--- src/rtl/mem_port_responder_if.sv ---
// Bundle of the three CPU-side request ports plus the Avalon-MM master
// toward the SDRAM controller. The slave modport is the responder's view;
// the master modport is the view of whatever drives the requests and
// plays the Avalon slave.
interface mem_port_responder_if #(
    parameter int ADDR_WIDTH = 25,
    parameter int DATA_WIDTH = 32
);
    logic                  instruction_read_n;
    logic [ADDR_WIDTH-1:0] instruction_read_address;
    logic [DATA_WIDTH-1:0] instruction_read_data;
    logic                  instruction_data_ready_n;

    logic                  read_data_read_n;
    logic [ADDR_WIDTH-1:0] read_data_read_address;
    logic [DATA_WIDTH-1:0] read_data_read_data;
    logic                  read_data_data_ready_n;

    logic                  write_data_write_n;
    logic [ADDR_WIDTH-1:0] write_data_write_address;
    logic [DATA_WIDTH-1:0] write_data_write_data;
    logic                  write_data_data_written_n;

    logic [ADDR_WIDTH-1:0] avm_address;
    logic                  avm_read;
    logic                  avm_write;
    logic [DATA_WIDTH-1:0] avm_writedata;
    logic [3:0]            avm_byteenable;
    logic                  avm_waitrequest;
    logic [DATA_WIDTH-1:0] avm_readdata;
    logic                  avm_readdatavalid;

    modport slave (
        input  instruction_read_n, instruction_read_address,
        output instruction_read_data, instruction_data_ready_n,
        input  read_data_read_n, read_data_read_address,
        output read_data_read_data, read_data_data_ready_n,
        input  write_data_write_n, write_data_write_address, write_data_write_data,
        output write_data_data_written_n,
        output avm_address, avm_read, avm_write, avm_writedata, avm_byteenable,
        input  avm_waitrequest, avm_readdata, avm_readdatavalid
    );

    modport master (
        output instruction_read_n, instruction_read_address,
        input  instruction_read_data, instruction_data_ready_n,
        output read_data_read_n, read_data_read_address,
        input  read_data_read_data, read_data_data_ready_n,
        output write_data_write_n, write_data_write_address, write_data_write_data,
        input  write_data_data_written_n,
        input  avm_address, avm_read, avm_write, avm_writedata, avm_byteenable,
        output avm_waitrequest, avm_readdata, avm_readdatavalid
    );
endinterface

--- src/rtl/mem_port_responder.sv ---
// Responder for the CPU instruction / read_data / write_data ports.
// Arbitrates the three active-low requests onto one Avalon-MM master,
// one transaction at a time: IDLE -> ISSUE -> (WAIT_DATA) -> RESPOND.
// Optional build macro MEM_PORT_ROUND_ROBIN_EN switches IDLE arbitration
// from fixed priority (write > read_data > instruction) to round-robin.
module mem_port_responder #(
    parameter int ADDR_WIDTH = 25,
    parameter int DATA_WIDTH = 32
) (
    input  logic                clock,
    input  logic                reset,
    mem_port_responder_if.slave bus
);
    typedef enum logic [1:0] {IDLE, ISSUE, WAIT_DATA, RESPOND} state_t;
    typedef enum logic [1:0] {PORT_WRITE = 2'd0, PORT_READ = 2'd1, PORT_INSTR = 2'd2} port_t;

    state_t                state, state_next;
    port_t                 sel, grant;
    logic [2:0]            req;
    logic                  grant_valid;
    logic [ADDR_WIDTH-1:0] addr_pick;
    logic [ADDR_WIDTH-1:0] addr_q;
    logic [DATA_WIDTH-1:0] wdata_q;
    logic [DATA_WIDTH-1:0] idata_q;
    logic [DATA_WIDTH-1:0] rdata_q;

    // Index of the lowest set request bit; bit 0 is the highest priority.
    function automatic logic [1:0] first_set(input logic [2:0] r);
        if (r[0]) return 2'd0;
        if (r[1]) return 2'd1;
        return 2'd2;
    endfunction

    // Request vector indexed by port id.
    assign req = {~bus.instruction_read_n, ~bus.read_data_read_n, ~bus.write_data_write_n};
    assign grant_valid = |req;

`ifdef MEM_PORT_ROUND_ROBIN_EN
    port_t      rr_ptr;
    logic [2:0] req_rot;
    logic [2:0] grant_sum;

    // Rotate requests so the pointer's port sits at bit 0, pick, rotate back.
    always_comb begin
        case (rr_ptr)
            PORT_READ:  req_rot = {req[0], req[2:1]};
            PORT_INSTR: req_rot = {req[1:0], req[2]};
            default:    req_rot = req;
        endcase
        grant_sum = {1'b0, first_set(req_rot)} + {1'b0, rr_ptr};
        if (grant_sum >= 3'd3) grant_sum = grant_sum - 3'd3;
        grant = port_t'(grant_sum[1:0]);
    end

    // Pointer moves to the port after the one granted.
    always_ff @(posedge clock) begin
        if (reset) begin
            rr_ptr <= PORT_WRITE;
        end else if (state == IDLE && grant_valid) begin
            case (grant)
                PORT_WRITE: rr_ptr <= PORT_READ;
                PORT_READ:  rr_ptr <= PORT_INSTR;
                default:    rr_ptr <= PORT_WRITE;
            endcase
        end
    end
`else
    // Fixed priority: write > read_data > instruction.
    always_comb grant = port_t'(first_set(req));
`endif

    // Address of the port being granted this cycle.
    always_comb begin
        case (grant)
            PORT_WRITE: addr_pick = bus.write_data_write_address;
            PORT_READ:  addr_pick = bus.read_data_read_address;
            default:    addr_pick = bus.instruction_read_address;
        endcase
    end

    // State register.
    // NOTE: sequential state uses non-blocking assignments so every flop
    // samples the pre-edge values regardless of block evaluation order.
    always_ff @(posedge clock) begin
        if (reset) state <= IDLE;
        else       state <= state_next;
    end

    // Transaction latch on grant and read-data capture in WAIT_DATA.
    always_ff @(posedge clock) begin
        if (reset) begin
            sel     <= PORT_WRITE;
            addr_q  <= '0;
            wdata_q <= '0;
            idata_q <= '0;
            rdata_q <= '0;
        end else begin
            if (state == IDLE && grant_valid) begin
                sel    <= grant;
                addr_q <= addr_pick & ~{{(ADDR_WIDTH-2){1'b0}}, 2'b11};
                if (grant == PORT_WRITE) wdata_q <= bus.write_data_write_data;
            end
            if (state == WAIT_DATA && bus.avm_readdatavalid) begin
                if (sel == PORT_INSTR) idata_q <= bus.avm_readdata;
                else                   rdata_q <= bus.avm_readdata;
            end
        end
    end

    // Next-state logic and Avalon / completion outputs.
    // NOTE: every output gets a default before the case so no path leaves
    // a signal unassigned, which would otherwise infer a latch.
    always_comb begin
        state_next                    = state;
        bus.avm_read                  = 1'b0;
        bus.avm_write                 = 1'b0;
        bus.instruction_data_ready_n  = 1'b1;
        bus.read_data_data_ready_n    = 1'b1;
        bus.write_data_data_written_n = 1'b1;
        unique case (state)
            IDLE: begin
                if (grant_valid) state_next = ISSUE;
            end
            ISSUE: begin
                bus.avm_read  = (sel != PORT_WRITE);
                bus.avm_write = (sel == PORT_WRITE);
                if (!bus.avm_waitrequest)
                    state_next = (sel == PORT_WRITE) ? RESPOND : WAIT_DATA;
            end
            WAIT_DATA: begin
                if (bus.avm_readdatavalid) state_next = RESPOND;
            end
            RESPOND: begin
                bus.instruction_data_ready_n  = (sel != PORT_INSTR);
                bus.read_data_data_ready_n    = (sel != PORT_READ);
                bus.write_data_data_written_n = (sel != PORT_WRITE);
                state_next = IDLE;
            end
            default: state_next = IDLE;
        endcase
    end

    assign bus.avm_address           = addr_q;
    assign bus.avm_writedata         = wdata_q;
    assign bus.avm_byteenable        = 4'hF;
    assign bus.instruction_read_data = idata_q;
    assign bus.read_data_read_data   = rdata_q;
endmodule

--- src/flat_wrapper.sv ---
// flat-port wrapper written by rule: the top's interface ports become plain ports
module mem_port_responder_flat 
#(
    parameter int ADDR_WIDTH = 25,
    parameter int DATA_WIDTH = 32
)
  (clock, reset, bus_instruction_read_n, bus_instruction_read_address, bus_instruction_read_data, bus_instruction_data_ready_n, bus_read_data_read_n, bus_read_data_read_address, bus_read_data_read_data, bus_read_data_data_ready_n, bus_write_data_write_n, bus_write_data_write_address, bus_write_data_write_data, bus_write_data_data_written_n, bus_avm_address, bus_avm_read, bus_avm_write, bus_avm_writedata, bus_avm_byteenable, bus_avm_waitrequest, bus_avm_readdata, bus_avm_readdatavalid);
  mem_port_responder_if #(.ADDR_WIDTH(ADDR_WIDTH), .DATA_WIDTH(DATA_WIDTH)) bus_i ();
  input  logic clock;
  input  logic reset;
  input wire logic [$bits(bus_i.instruction_read_n)-1:0] bus_instruction_read_n;
  input wire logic [$bits(bus_i.instruction_read_address)-1:0] bus_instruction_read_address;
  output wire logic [$bits(bus_i.instruction_read_data)-1:0] bus_instruction_read_data;
  output wire logic [$bits(bus_i.instruction_data_ready_n)-1:0] bus_instruction_data_ready_n;
  input wire logic [$bits(bus_i.read_data_read_n)-1:0] bus_read_data_read_n;
  input wire logic [$bits(bus_i.read_data_read_address)-1:0] bus_read_data_read_address;
  output wire logic [$bits(bus_i.read_data_read_data)-1:0] bus_read_data_read_data;
  output wire logic [$bits(bus_i.read_data_data_ready_n)-1:0] bus_read_data_data_ready_n;
  input wire logic [$bits(bus_i.write_data_write_n)-1:0] bus_write_data_write_n;
  input wire logic [$bits(bus_i.write_data_write_address)-1:0] bus_write_data_write_address;
  input wire logic [$bits(bus_i.write_data_write_data)-1:0] bus_write_data_write_data;
  output wire logic [$bits(bus_i.write_data_data_written_n)-1:0] bus_write_data_data_written_n;
  output wire logic [$bits(bus_i.avm_address)-1:0] bus_avm_address;
  output wire logic [$bits(bus_i.avm_read)-1:0] bus_avm_read;
  output wire logic [$bits(bus_i.avm_write)-1:0] bus_avm_write;
  output wire logic [$bits(bus_i.avm_writedata)-1:0] bus_avm_writedata;
  output wire logic [$bits(bus_i.avm_byteenable)-1:0] bus_avm_byteenable;
  input wire logic [$bits(bus_i.avm_waitrequest)-1:0] bus_avm_waitrequest;
  input wire logic [$bits(bus_i.avm_readdata)-1:0] bus_avm_readdata;
  input wire logic [$bits(bus_i.avm_readdatavalid)-1:0] bus_avm_readdatavalid;
  assign bus_i.instruction_read_n = bus_instruction_read_n;
  assign bus_i.instruction_read_address = bus_instruction_read_address;
  assign bus_instruction_read_data = bus_i.instruction_read_data;
  assign bus_instruction_data_ready_n = bus_i.instruction_data_ready_n;
  assign bus_i.read_data_read_n = bus_read_data_read_n;
  assign bus_i.read_data_read_address = bus_read_data_read_address;
  assign bus_read_data_read_data = bus_i.read_data_read_data;
  assign bus_read_data_data_ready_n = bus_i.read_data_data_ready_n;
  assign bus_i.write_data_write_n = bus_write_data_write_n;
  assign bus_i.write_data_write_address = bus_write_data_write_address;
  assign bus_i.write_data_write_data = bus_write_data_write_data;
  assign bus_write_data_data_written_n = bus_i.write_data_data_written_n;
  assign bus_avm_address = bus_i.avm_address;
  assign bus_avm_read = bus_i.avm_read;
  assign bus_avm_write = bus_i.avm_write;
  assign bus_avm_writedata = bus_i.avm_writedata;
  assign bus_avm_byteenable = bus_i.avm_byteenable;
  assign bus_i.avm_waitrequest = bus_avm_waitrequest;
  assign bus_i.avm_readdata = bus_avm_readdata;
  assign bus_i.avm_readdatavalid = bus_avm_readdatavalid;
  mem_port_responder #(.ADDR_WIDTH(ADDR_WIDTH), .DATA_WIDTH(DATA_WIDTH)) u_core (.clock(clock), .reset(reset), .bus(bus_i));
endmodule
--- config.mk ---
export PLATFORM = sky130hd
export DESIGN_NAME = mem_port_responder_flat
export DESIGN_NICKNAME = d
export VERILOG_FILES = /design/src/rtl/mem_port_responder_if.sv /design/src/rtl/mem_port_responder.sv /design/src/flat_wrapper.sv
export SDC_FILE = /design/constraint.sdc
export NUM_CORES = 1
export LEC_CHECK = 0
export CAP_MARGIN = 10
export CORE_MARGIN = 1
export CORE_UTILIZATION = 40
export DETAILED_ROUTE_END_ITERATION = 10
export DONT_BUFFER_PORTS = 1
export PLACE_DENSITY = 0.56
export SLEW_MARGIN = 20
export SYNTH_ARGS = -nofsm -noshare
export SYNTH_HDL_FRONTEND = slang
export SYNTH_SLANG_ARGS = --single-unit
--- constraint.sdc ---
create_clock -name clock -period 1.49 [get_ports clock]
set_clock_uncertainty 0.05 [all_clocks]
set_input_delay 0.298 -clock clock [delete_from_list [all_inputs] [get_ports clock]]
set_output_delay 0.298 -clock clock [all_outputs]
set_load 0.01 [all_outputs]
# Word-level counts from Yosys, hierarchy flattened

Index checks and enable logic that the tools add are counted.

Flip-flop bits (word level): 123
Input bits: 146
Output and inout port bits: 130

Eq/ne operators: 10
Mux-type cells: 17
Bitwise logic cells: 4
Reductions and logical operators: 11

Operators with widths:

| cell               | number |
|---|---|
| $pmux 25 s2        | 1 |
| $mux 2             | 7 |
| $mux 1             | 8 |
| $pmux 2 s4         | 1 |
| $eq 2x2->1 const B | 3 |
| $logic_not 2->1    | 3 |
| $ne 2x2->1 const B | 3 |
| $reduce_and 2->1   | 3 |
| $eq 2x1->1 const B | 2 |
| $ne 2x1->1 const B | 2 |
| $not 1->1          | 4 |
| $reduce_and 3->1   | 1 |
| $reduce_or 3->1    | 1 |
| $logic_and 1x1->1  | 2 |
| $reduce_bool 2->1  | 1 |

# Longest topological paths before layout

Gate-level depths: netlist (run 1).

Depth after elaboration: 6
Depth in mapped cells: 8

# Worst setup path before layout (run 1)

Ideal clock, no wire load.

Path kind: register -> register
Start: reg u_core.state[0]
End: reg u_core.wdata_q[10] (netlist: u_core.bus.avm_writedata[10])
Setup time: 70 ps
Arrival: 1391 ps
Slack: -21 ps
Cell stages (with the launch flop): 8
Buffers on the path: 2
Cells stage by stage: dfxtp_1 inv_1 ha_1 buf_2 nand2b_1 clkbuf_1 nand2_1 a21oi_1

Cells in the longest elaborated chain, start to end: 3

RTL lines:

| element                    | line                      | RTL |
|---|---|---|
| start, declared            | mem_port_responder.sv:17  | `state_t state, state_next;` |
| start signal, assigned     | mem_port_responder.sv:86  | `else state <= state_next;` |
| $logic_not 2->1            | mem_port_responder.sv:98  | `if (state == IDLE && grant_valid) begin` |
| $logic_and 1x1->1          | mem_port_responder.sv:98  |  |
| $reduce_and 2->1 (no line) | --                        |  |
| end signal, assigned       | mem_port_responder.sv:101 | `if (grant == PORT_WRITE) wdata_q <= bus.write_data_write_data;` |
| end, declared              | mem_port_responder.sv:23  | `logic [DATA_WIDTH-1:0] wdata_q;` |

No other way between the ends.
A chain may end at the register's enable or synchronous reset.

# Worst setup path in the final report (run 1)

Start: reg u_core.state[0]
End: out bus_avm_read

Cells in the longest elaborated chain, start to end: 2

RTL lines:

| element       | line                      | RTL |
|---|---|---|
| $eq 2x1->1    | mem_port_responder.sv:120 | `unique case (state)` |
| $mux 1        | mem_port_responder.sv:120 |  |
| end, declared | flat_wrapper.sv:24        | `output wire logic [$bits(bus_i.avm_read)-1:0] bus_avm_read;` |

No other way between the ends.

==> flow_results.org, run 1 <==
** Finish
- The number of antenna diodes in the final layout is 0.
- After the flow finishes, the layout carries non-filler instances totaling 777.
- The library cell used most frequently in the layout, excluding fill and tap cells, is sky130_fd_sc_hd__nand2_1.
- Of the cells placed in the final design, the portion with a size suffix greater than 1 is 0.135.
- Fill count :: 1191
- From synthesis to final layout, the design area changed by 17.4%.
- Final net count :: between 700 and 800
- In the layout the commonest cells are sky130_fd_sc_hd__nand2_1, sky130_fd_sc_hd__dfxtp_1, sky130_fd_sc_hd__a21oi_1.
- Final Core Density :: 0.485

** Setup path
- STA puts the critical path data required time at 1.14 ns.
- STA classifies the critical path endpoint as a primary output.
- The critical path contains buffers and inverters numbering 3 combined.
- The slowest stage of the critical path belongs to the cell sky130_fd_sc_hd__dfxtp_2.
- Series of cell instances along the critical path :: buf_6, ha_4, buf_4, buf_6, nor2b_4
- The worst setup path is launched from a register.
- In this design, the largest share of critical-path delay is due to buffers and inverters.
- In this design, the stage delay of the slowest critical-path cell is 0.32 ns.
- Data arrival time at the worst-slack endpoint :: approximately 1.3 ns
- Top fanout value on the critical path :: 2
- Cell seen most often among critical-path stages :: sky130_fd_sc_hd__buf_6
- By startpoint and endpoint, the worst setup path is classified as reg -> out.

** GRT
- Entering global routing, the biggest net connects 103 pins.
- The initial antenna violation count was 0.
- GRT Residual Overflow :: 0
- The first global-routing pass estimated 19800 um of wire.
- For this run, the total global-route usage over all layers was measured as 0.196.
- Number of global-route vias before repair :: 3900

** Routing
- Iter 0 DRT Violations :: 370
- Across all layers, the routed design uses 4204 vias.
- Mean routed wirelength per cell :: approximately 17 um
- Detailed-routing iteration count for the pre-antenna-repair pass :: 4
- In this run the remaining antenna-violating nets after routing total 0.
- Using the TritonRoute via totals, the vias-per-cell ratio works out to about 5.4.
- In the routed design, unresolved DRC markers number 0.
- For this block, the routed nets add up to 13300 um of wire.

** Yosys
- In the synthesized netlist, the number of instances is 605.
- Of the post-synthesis cell area, the dominant cell type holds 0.492.
- In this run, synthesis produced a sequential element count of 123.
- Of the synthesized area, sequential elements account for 0.492.
- By area the synthesized netlist is led by sky130_fd_sc_hd__dfxtp_1, sky130_fd_sc_hd__a21oi_1, sky130_fd_sc_hd__nand2_1.
- Area of the mapped netlist :: 0.00500 mm^2
- After synthesis, the mean cell area works out to 8.26 um^2.
- After synthesis, the netlist uses 36 different library cells.
- Number of warnings reported in the yosys synthesis log :: 0
- The largest total area in the synthesized netlist belongs to sky130_fd_sc_hd__dfxtp_1.

** Die
- The floorplan step defined a die boundary enclosing 0.0130 mm^2.
- Die boundary height :: ~110 um
- Horizontal die dimension :: 114 um
- The initialized floorplan defines 40 standard-cell rows.
- For this configuration, the core starts out at a cell density of 0.413.
- CORE AREA :: 0.0121 mm^2
- For this design the top-level I/O count stands at 276.

** Placement
- Cell Count Post-Placement :: 742
- At the end of routability-driven placement, the weighted congestion stood at between 0.8 and 0.9.
- OpenSTA, run right after detailed placement, puts the worst setup slack at -0.0619 ns.
- Input and output buffers added on the ports amount to 0.
- Half-perimeter wire length of the detailed placement result :: 9280 um

** STA
- Subtracting the final worst setup slack from the clock period gives 1.69 ns.
- Timing would allow up to slightly below 600 MHz.
- Final count of hold timing violations :: between 90 and 100
- In the finished design, the share of the clock period the worst path needs comes to 1.13.
- The final max-slew violation count came to 0.
- Accumulated negative setup slack :: -1.56 ns
- Unrepaired setup endpoints after global routing :: true
- Setup violations remaining at the end of the flow were counted as 40.
- In the post-route analysis, the smallest setup slack over all paths is -0.197 ns.
- WHS :: -0.0970 ns

** Clocking
- The H-tree was split into 4 levels.
- Clock-pin transition on the worst setup and hold timing paths :: roughly 0.060 ns
- Counting along the longest clock path gives a buffer depth of 2.
- Clk sink count :: 123
- The later pin in the worst-skew pair is clocked with a latency of slightly above 0.4 ns.
- TritonCTS clock tree :: done
- TritonCTS Buffers :: 17
- Root buffer cell :: sky130_fd_sc_hd__clkbuf_16

** Run status
- Failing checks :: negative hold slack, negative setup slack
- The flow ran to the end, but the final reports show violations.

** Pwr
- Power consumption :: 10600 uW
- The analysis attributes to cell leakage a power of 0.00214 uW.
- Peak VDD IR :: approximately 0.76 mV
- Cell Pwr Density :: 1800 mW/mm^2

** Flow run
- Across the run, the number of max-cap violations was 0.

** Worst hold path
- The path class of the tightest hold or removal check is in -> reg.
repair_timing:
action	CTS	global route
buffers inserted	0	3
gates resized for setup	16	18
endpoints found under the setup margin	62	126
hold endpoints to repair	100	100
gates cloned	0	1
pin swaps	1	2
flip-flops by register name (all words and copies together) (netlist names):
register / cells
u_core.bus.avm_address: 23
u_core.bus.instruction_read_data: 32
u_core.state: 2
u_core.bus.avm_writedata: 32
u_core.bus.read_data_read_data: 32
u_core.sel: 2
area by class of cell:
type	instances	area (um^2)	share of cell area
clock buffer	18	439	0.0748
clock inverter	14	149	0.0254
inverter	4	15.0	0.00256
multi-input combinational	423	2280	0.389
sequential	123	2470	0.420
tap	168	210	0.0358
timing repair buffer	27	308	0.0524
metrics by stage:
stage / hold WS [ns] / area, um^2
after global routing: -0.119 / 5870
after global placement: 0.324 / 5160
final: -0.0970 / 5870
after detailed placement: 0.327 / 5160
after CTS: -0.111 / 5800
after floorplan: 0.384 / 5010
worst reg2reg max path: stages (launching register included):
cell and delay, ns:
sky130_fd_sc_hd__dfxtp_2 0.32, sky130_fd_sc_hd__inv_1 0.09, sky130_fd_sc_hd__ha_1 0.36, sky130_fd_sc_hd__nor2b_2 0.25
sky130_fd_sc_hd__buf_12 0.19, sky130_fd_sc_hd__nand2_1 0.08, sky130_fd_sc_hd__a21oi_1 0.13
cells by family (layout without fill, tap and decap cells):
logic type | after synthesis | in the layout | synth area share
simple gates | 207 | 207 | 0.176
compound gates | 183 | 183 | 0.205
flops | 123 | 123 | 0.492
buf+inv | 63 | 63 | 0.0683
mux | 23 | 23 | 0.0460
fa+ha+maj | 4 | 4 | 0.0100
other cells | 2 | 6 | 0.00150
final timing paths:
path / start / end / slack, ns / depth (start not counted)
min: reset / u_core.bus.avm_writedata[3] / -0.1 / 1
max: u_core.state[0] / bus_avm_read / -0.20 / 5
max reg2reg: u_core.state[0] / u_core.bus.avm_writedata[19] / -0.05 / 6
min reg2reg: u_core.bus.avm_writedata[16] / u_core.bus.avm_writedata[16] / 0.45 / 2
where the power goes:
part	internal (uW)	switching, uW
registers	3780	560
clock network	2500	1520
logic	1040	1160
total	7320	3230
synthesized netlist by cell type, drive strengths merged:
cell type,n
a211oi,2
a21bo,1
a21oi,122
a22o,23
a31o,1
a32oi,1
a41oi,1
and2,1
and3b,1
and4b,1
buf,36
clkbuf,23
conb,2
dfxtp,123
ha,4
inv,4
mux2i,23
nand2,133
nand2b,3
nand3,33
nand3b,1
nand4,2
nand4b,1
nor2,25
nor2b,3
nor3b,1
nor4bb,1
o21ai,32
or2,1
routing by layer:
| layer | GRT usage | up-vias | part of all wire |
|---|---|---|---|
| met3 | 0.0733 | 30 | 0.094 |
| met2 | 0.331 | 218 | 0.49 |
| met5 | 0 | - | 0 |
| met4 | 0.100 | 0 | 0.031 |
| met1 | 0.215 | 1916 | 0.38 |
| li1 | - | 2040 | - |
Note: power is estimated with default switching activity, not from simulation.
==> inputs of run 2 (changes only) <==
--- a/config.mk
+++ b/config.mk
@@ -5,12 +5,9 @@
 export SDC_FILE = /design/constraint.sdc
 export NUM_CORES = 1
 export LEC_CHECK = 0
-export CAP_MARGIN = 10
-export CORE_MARGIN = 1
-export CORE_UTILIZATION = 40
+export CORE_UTILIZATION = 35
 export DETAILED_ROUTE_END_ITERATION = 10
-export DONT_BUFFER_PORTS = 1
-export PLACE_DENSITY = 0.56
+export PLACE_DENSITY = 0.77
 export SLEW_MARGIN = 20
 export SYNTH_ARGS = -nofsm -noshare
 export SYNTH_HDL_FRONTEND = slang
==> run 2 against run 1 <==
Net effect: the run ends with negative setup slack left; die area increased by 14%; final cell count is 40% higher; register-to-register slack lost 0.13 ns; largest cell class is now non-clock buffers; largest power group is now combinational cells.
==> flow_results.org, run 2 (synthesized netlist as in run 1, its figures left out) <==
** GRT
- The first global-routing pass estimated 28700 um of wire.
- Total global-route track usage :: 0.252
- The total overflow left after global routing is 0.
- Entering global routing, the biggest net connects 101 pins.
- Antenna violations before repair :: 0
- Number of global-route vias before repair :: 5503

** Run status
- Result of the run :: complete, but fails checks
- The final reports fail on negative setup slack.

** Setup path
- The worst register-to-register path begins at u_core.state[0].
- Critical path required time :: roughly 1.1 ns
- Capturing element type of the critical path :: primary output
- The worst setup path is launched from a register.
- Length in cells of the worst reg-to-reg path :: 10
- In this run the worst setup path begins at u_core.state[1].
- Data arrives at the worst endpoint at 1.33 ns.
- Top fanout value on the critical path :: 2
- Type of the worst setup path :: reg -> out

** Finish
- Fill cells in the final layout number between 1000 and 1500.
- 0 antenna diodes ended up in the layout.
- Combined flip-flop and latch cell area :: 0.00247 mm^2
- Most frequent cells in the layout :: sky130_fd_sc_hd__clkdlybuf4s50_1, sky130_fd_sc_hd__dfxtp_1, sky130_fd_sc_hd__dlygate4sd2_1
- Fraction of final layout cells with drive strength greater than 1 :: 0.369
- The finished cells cover slightly above 0.01 mm^2.
- The multi-input combinational cells in the finished layout cover a total of approximately 0.0034 mm^2.
- Final net count :: between 1000 and 1500
- Relative to the synthesized area, the layout overhead comes to 102%.
- Most common library cell in the layout ignoring fill and taps :: sky130_fd_sc_hd__clkdlybuf4s50_1

** Flow run
- The tool flagged a number of max-cap violations equal to 0.

** Die
- Measured along the y axis, the die boundary spans 122 um.
- CORE AREA :: 0.0139 mm^2
- Die ar. :: 0.0148 mm^2
- Starting utilization of the core area :: 0.359
- Horizontal die dimension :: 122 um
- In this run the core area contains 43 standard-cell rows.
- I/O pin count :: 276

** Routing
- Post-detailed-routing wire length :: 19400 um
- Iter 0 DRT Violations :: approximately 340
- Summing over every cut layer, the via total after detailed routing is around 5600.
- Number of routed nets with antenna violations :: 0
- Per-cell via count in the routed design :: between 5 and 6
- After detailed routing, the average wire length per cell comes to 17.8 um.
- After detailed routing, the number of remaining DRC violations is 0.
- The first detailed-routing pass ran for 5 iterations.

** STA
- After layout, the worst setup slack is -0.191 ns.
- Max Fclk :: 595 MHz
- Number of max-slew violations in the final report :: 0
- The final hold violation count was 0.
- At the pin with the least slew margin, the transition time is between 0.6 and 0.7 ns.
- Clock period minus worst slack :: 1.68 ns
- Final hold analysis gives a worst-case slack of between 0.3 and 0.4 ns.
- Setup repair after global routing could not meet its margin everywhere.
- Final setup violation count :: 126
- The worst pin sits at a relative slew slack of 0.541.
- In the finished design, the share of the clock period the worst path needs comes to 1.13.

** Clocking
- Clock-pin transition on the worst setup and hold timing paths :: around 0.060 ns
- H-tree lvl count :: 4
- The clock net in this run drives a total of 123 sinks.
- The clock reaches the later pin of the worst-skew pair after 0.41 ns.
- TritonCTS clock tree :: done
- Maximum number of buffers from clock root to sink :: 2
- Root buffer cell :: sky130_fd_sc_hd__clkbuf_16
- Buffers inserted during clock tree synthesis total 17.

** Placement
- Detailed placement ended at an HPWL of 10800 um.
- Routability-driven placement finished with a final weighted congestion of 0.756.
- In this run the cell area measured after placement is 0.00790 mm^2.
- Port buffering added 263 buffers.
- OpenSTA, run right after detailed placement, puts the worst setup slack at -0.313 ns.

** Pwr
- Power consumption :: 13900 uW
- Peak VDD IR :: roughly 0.85 mV
- Summed over all cells, the static leakage comes to 0.00431 uW.
- For this design the ratio of total power to cell area is approximately 1400 mW/mm^2.

** Worst hold path
- The startpoint identified for the worst hold timing path is reset.
- The worst hold path passes through 4 cells.
- In this run the worst hold path is classified as in -> reg.
run 2: final cells by class:
type,instances,area share
Sequential cell,123,0.244
Timing Repair Buffer,327,0.339
Clock inverter,11,0.0143
Tap cell,180,0.0223
Clock buffer,21,0.0445
Inverter,4,0.00173
Multi-Input combinational cell,423,0.334
run 2: worst paths after layout:
check                                                            end  slack [ns]
worst max-delay path                                    bus_avm_read       -0.19
worst min-delay path                      u_core.bus.avm_address[23]        0.35
worst max register to register  u_core.bus.instruction_read_data[16]       -0.18
worst min register to register    u_core.bus.read_data_read_data[24]        0.40
run 2: timing repair:
action                                  CTS  global route
cloned                                   17             0
hold buffers                              0             0
buffers inserted                         16             1
gates resized for setup                 387           162
endpoints found under the setup margin  246           128
pin swaps                               157            80
run 2: worst max-delay path, stage by stage, from the launching register on:
cell                      delay [ns]
sky130_fd_sc_hd__dfxtp_2        0.34
sky130_fd_sc_hd__inv_2          0.05
sky130_fd_sc_hd__ha_4           0.15
sky130_fd_sc_hd__buf_4          0.13
sky130_fd_sc_hd__nor2b_4        0.12
sky130_fd_sc_hd__buf_6          0.12
run 2: metal layers:
layer | wire [um] | global-route usage | vias to the layer above | share of wire
met5 | 0 | 0 | - | 0
met4 | 422 | 0.102 | 0 | 0.022
met3 | 1320 | 0.0677 | 34 | 0.068
met2 | 10100 | 0.434 | 260 | 0.52
met1 | 7480 | 0.295 | 2608 | 0.39
li1 | - | - | 2650 | -
run 2: stage by stage:
| step | utilization | setup TNS, ns | instances |
|---|---|---|---|
| floorplan | - | -0.629 | 609 |
| global placement | 0.567 | -15.66 | 1028 |
| detailed placement | 0.567 | -20.22 | 1028 |
| CTS | 0.687 | -9.78 | 1093 |
| global route | 0.726 | -20.54 | 1089 |
| finish | 0.726 | -13.12 | 1089 |
run 2: where the power goes:
group          switching [uW]  total [uW]  internal, uW
clock                    1520        4190          2670
combinational            2680        5600          2920
sequential                342        4130          3790
total                    4540       13900          9380
==> inputs of run 3 (changes only) <==
--- a/config.mk
+++ b/config.mk
@@ -5,9 +5,11 @@
 export SDC_FILE = /design/constraint.sdc
 export NUM_CORES = 1
 export LEC_CHECK = 0
+export ABC_CLOCK_PERIOD_IN_PS = 1490
 export CORE_UTILIZATION = 35
 export DETAILED_ROUTE_END_ITERATION = 10
 export PLACE_DENSITY = 0.77
+export SETUP_SLACK_MARGIN = 0.5
 export SLEW_MARGIN = 20
 export SYNTH_ARGS = -nofsm -noshare
 export SYNTH_HDL_FRONTEND = slang
==> run 3 against run 2 <==
Net effect: the flow still finishes with violations (negative setup slack); register-to-register slack about the same; critical path depth unchanged; final cell count up 1.2%; sequential power up 4%; sequential cell count unchanged; power down 0.85%; design area down 1.1%; critical path type unchanged; non-clock buffer count up 13; clock power down 2%; highest routed layer unchanged; critical endpoint unchanged; sequential share of layout area up 1.8 points.
==> flow_results.org, run 3 (synthesized netlist as in run 1, its figures left out) <==
** Finish
- Cell Count, Final, Fillers Out :: 1102
- Once layout is complete, the utilization of the core stands at 0.719.
- Syn-to-layout area delta :: 100%
- Final net count :: 1059
- Fraction of final layout cells with drive strength greater than 1 :: 0.512
- In the layout the commonest cells are sky130_fd_sc_hd__buf_6, sky130_fd_sc_hd__clkdlybuf4s50_1, sky130_fd_sc_hd__dfxtp_2.
- The multi-input combinational cells in the finished layout cover a total of 0.00270 mm^2.
- Fill count :: 999
- Most common library cell in the layout ignoring fill and taps :: sky130_fd_sc_hd__buf_6
- Registers take ~0.0026 mm^2.
- The repair_antennas step left the layout with diodes totalling 0.

** GRT
- The initial antenna violation count is 0.
- Summed over all layers, the global routing overflow is 0.
- For this run, the total global-route usage over all layers was measured as 0.232.
- Entering global routing, the biggest net connects 101 pins.
- The first global-routing pass estimated 26200 um of wire.
- Number of global-route vias before repair :: 5122

** STA
- Setup violations remaining at the end of the flow were counted as 125.
- The final max-slew violation count is 0.
- Clock period minus worst slack :: between 1.5 and 2 ns
- Accumulated negative setup slack :: -12.71 ns
- Worst slew pin tran :: 0.610 ns
- Unrepaired setup endpoints after global routing :: true
- In the post-route analysis, the smallest setup slack over all paths is -0.213 ns.
- The final hold violation count is 0.
- WHS :: 0.340 ns
- In this run the tightest slew margin relative to its limit is 0.594.
- Dividing the final minimum period by the clock period gives 1.14.
- Derived from the worst setup path, the maximum achievable clock frequency is between 500 and 600 MHz.

** Clocking
- The tree is rooted in a sky130_fd_sc_hd__clkbuf_16.
- CTS saw about 120 sinks.
- Clock Latency Late Sink :: 0.42 ns
- TritonCTS clock tree :: done
- Clock-pin slew was measured on the worst setup and hold paths at 0.05 ns.
- The clock passes through at most 2 buffers.
- TritonCTS Buffers :: 17
- In this run the number of H-tree levels came out at 4.
- Hold_buf cts :: 0

** Die
- The core region is approximately 0.014 mm^2.
- Die ar. :: 0.0148 mm^2
- Starting utilization of the core area :: 0.359
- The die is ~120 um tall.
- The die is 122 um wide.
- Row cnt :: 43
- I/O pin count :: between 200 and 300

** Setup path
- Cell with the biggest individual delay on the critical path :: sky130_fd_sc_hd__dfxtp_4
- Data on the critical path is required at its endpoint by 1.14 ns.
- The critical path contains buffers and inverters numbering 3 combined.
- Top fanout value on the critical path :: 4
- Type of the worst setup path :: reg -> out
- Kind of cell adding the most delay to the critical path :: flip-flops
- Slowest stage delay, CP :: 0.39 ns
- Capturing element type of the critical path :: primary output
- The worst setup path is launched from a register.
- Data on the critical path arrives at its endpoint at 1.35 ns.
- Cell seen most often among critical-path stages :: sky130_fd_sc_hd__buf_6
- Series of cell instances along the critical path :: inv_4, ha_4, buf_6, nor2b_4, buf_6

** Routing
- The first TritonRoute pass finished after 5 iterations.
- Iter 0 DRT Violations :: 373
- Detailed routing inserted a total of 5600 vias.
- Wires add up to ~20000 um.
- Mean routed wirelength per cell :: ~18 um
- Final routed DRC violation total :: 0
- In the routed layout, each cell is associated on average with a via count of 5.08.
- The count of nets left with antenna violations once routing finished came out at 0.

** Placement
- Cell Count Post-Placement :: roughly 1000
- At the placement stage, the worst setup path has a slack of -0.220 ns.
- Routability-driven placement finished with a final weighted congestion of around 0.75.
- Input and output buffers added on the ports amount to 263.
- After legalization and detailed placement, the total HPWL measured 10700 um.

** Pwr
- Leakage Power :: 0.00397 uW
- Cell Pwr Density :: 1380 mW/mm^2
- Across the VDD grid, the largest voltage drop is 0.847 mV.

** Run status
- The final reports fail on negative setup slack.
- Result of the run :: complete, but fails checks

** Flow run
- Number of max-cap violations :: 0

** Worst hold path
- The worst hold path belongs to the class in -> reg.
==> run 3: changes by cell type in the layout (fill, tap and decap cells not counted), sizes merged <==
| cell | previous run | this run |
|---|---|---|
| dlygate4sd2 | 117 | 0 |
| clkinv | 5 | 3 |
| clkbuf | 22 | 28 |
| clkdlybuf4s15 | 2 | 0 |
| bufinv | 3 | 2 |
| buf | 70 | 198 |
| clkdlybuf4s50 | 137 | 136 |
| clkinvlp | 3 | 4 |
| inv | 4 | 5 |
==> run 3: repair_timing <==
item	CTS	global route
gates resized for setup	771	140
pin swaps	3	23
endpoints found under the hold margin	0	0
gates cloned	8	9
setup endpoints to repair	247	247
buffers inserted	14	19
==> run 3: worst min-delay path, delay by kind of cell <==
family / cells / cell delay [ns]
compound gates: 1 / 0.05
buf+inv: 2 / 0.35
simple gates: 1 / 0.06
==> run 3: where the power goes <==
part / switching (uW) / internal [uW] / total [uW]
registers: 400 / 3890 / 4290
clock network: 1520 / 2590 / 4100
logic: 2350 / 3060 / 5410
==> run 3: per-stage QoR <==
| stage | cell area, um^2 | power [uW] |
|---|---|---|
| final | 10000 | 13800 |
| after global routing | 10000 | 14400 |
| after CTS | 9280 | 13200 |
| after detailed placement | 7940 | 7820 |
| after global placement | 7940 | 7770 |
| after floorplan | 5150 | 6010 |
==> run 3: path summary, 6_finish.rpt <==
check                                        from                                   end  slack (ns)  cells after the start
max                               u_core.state[1]                          bus_avm_read       -0.21                      5
min reg2reg  u_core.bus.instruction_read_data[24]  u_core.bus.instruction_read_data[24]        0.41                      2
min                        bus_write_data_write_n                         u_core.sel[1]        0.34                      4
max reg2reg                       u_core.state[0]   u_core.bus.instruction_read_data[0]       -0.18                      8
==> run 3: layout make-up <==
| class | count | share of cell area |
|---|---|---|
| repair buffers | 340 | 0.385 |
| multi-input cells | 423 | 0.269 |
| flip-flops and latches | 123 | 0.262 |
| clock buffers | 22 | 0.0474 |
| well taps | 180 | 0.0225 |
| clock inverters | 10 | 0.0115 |
| inverters | 4 | 0.00200 |
==> run 3: routing by layer <==
metal | global-route usage | vias up | wire length [um]
met2 | 0.396 | 264 | 9920
met4 | 0.0918 | 0 | 552
li1 | - | 2683 | -
met1 | 0.276 | 2603 | 7690
met5 | 0 | - | 0
met3 | 0.0616 | 50 | 1520
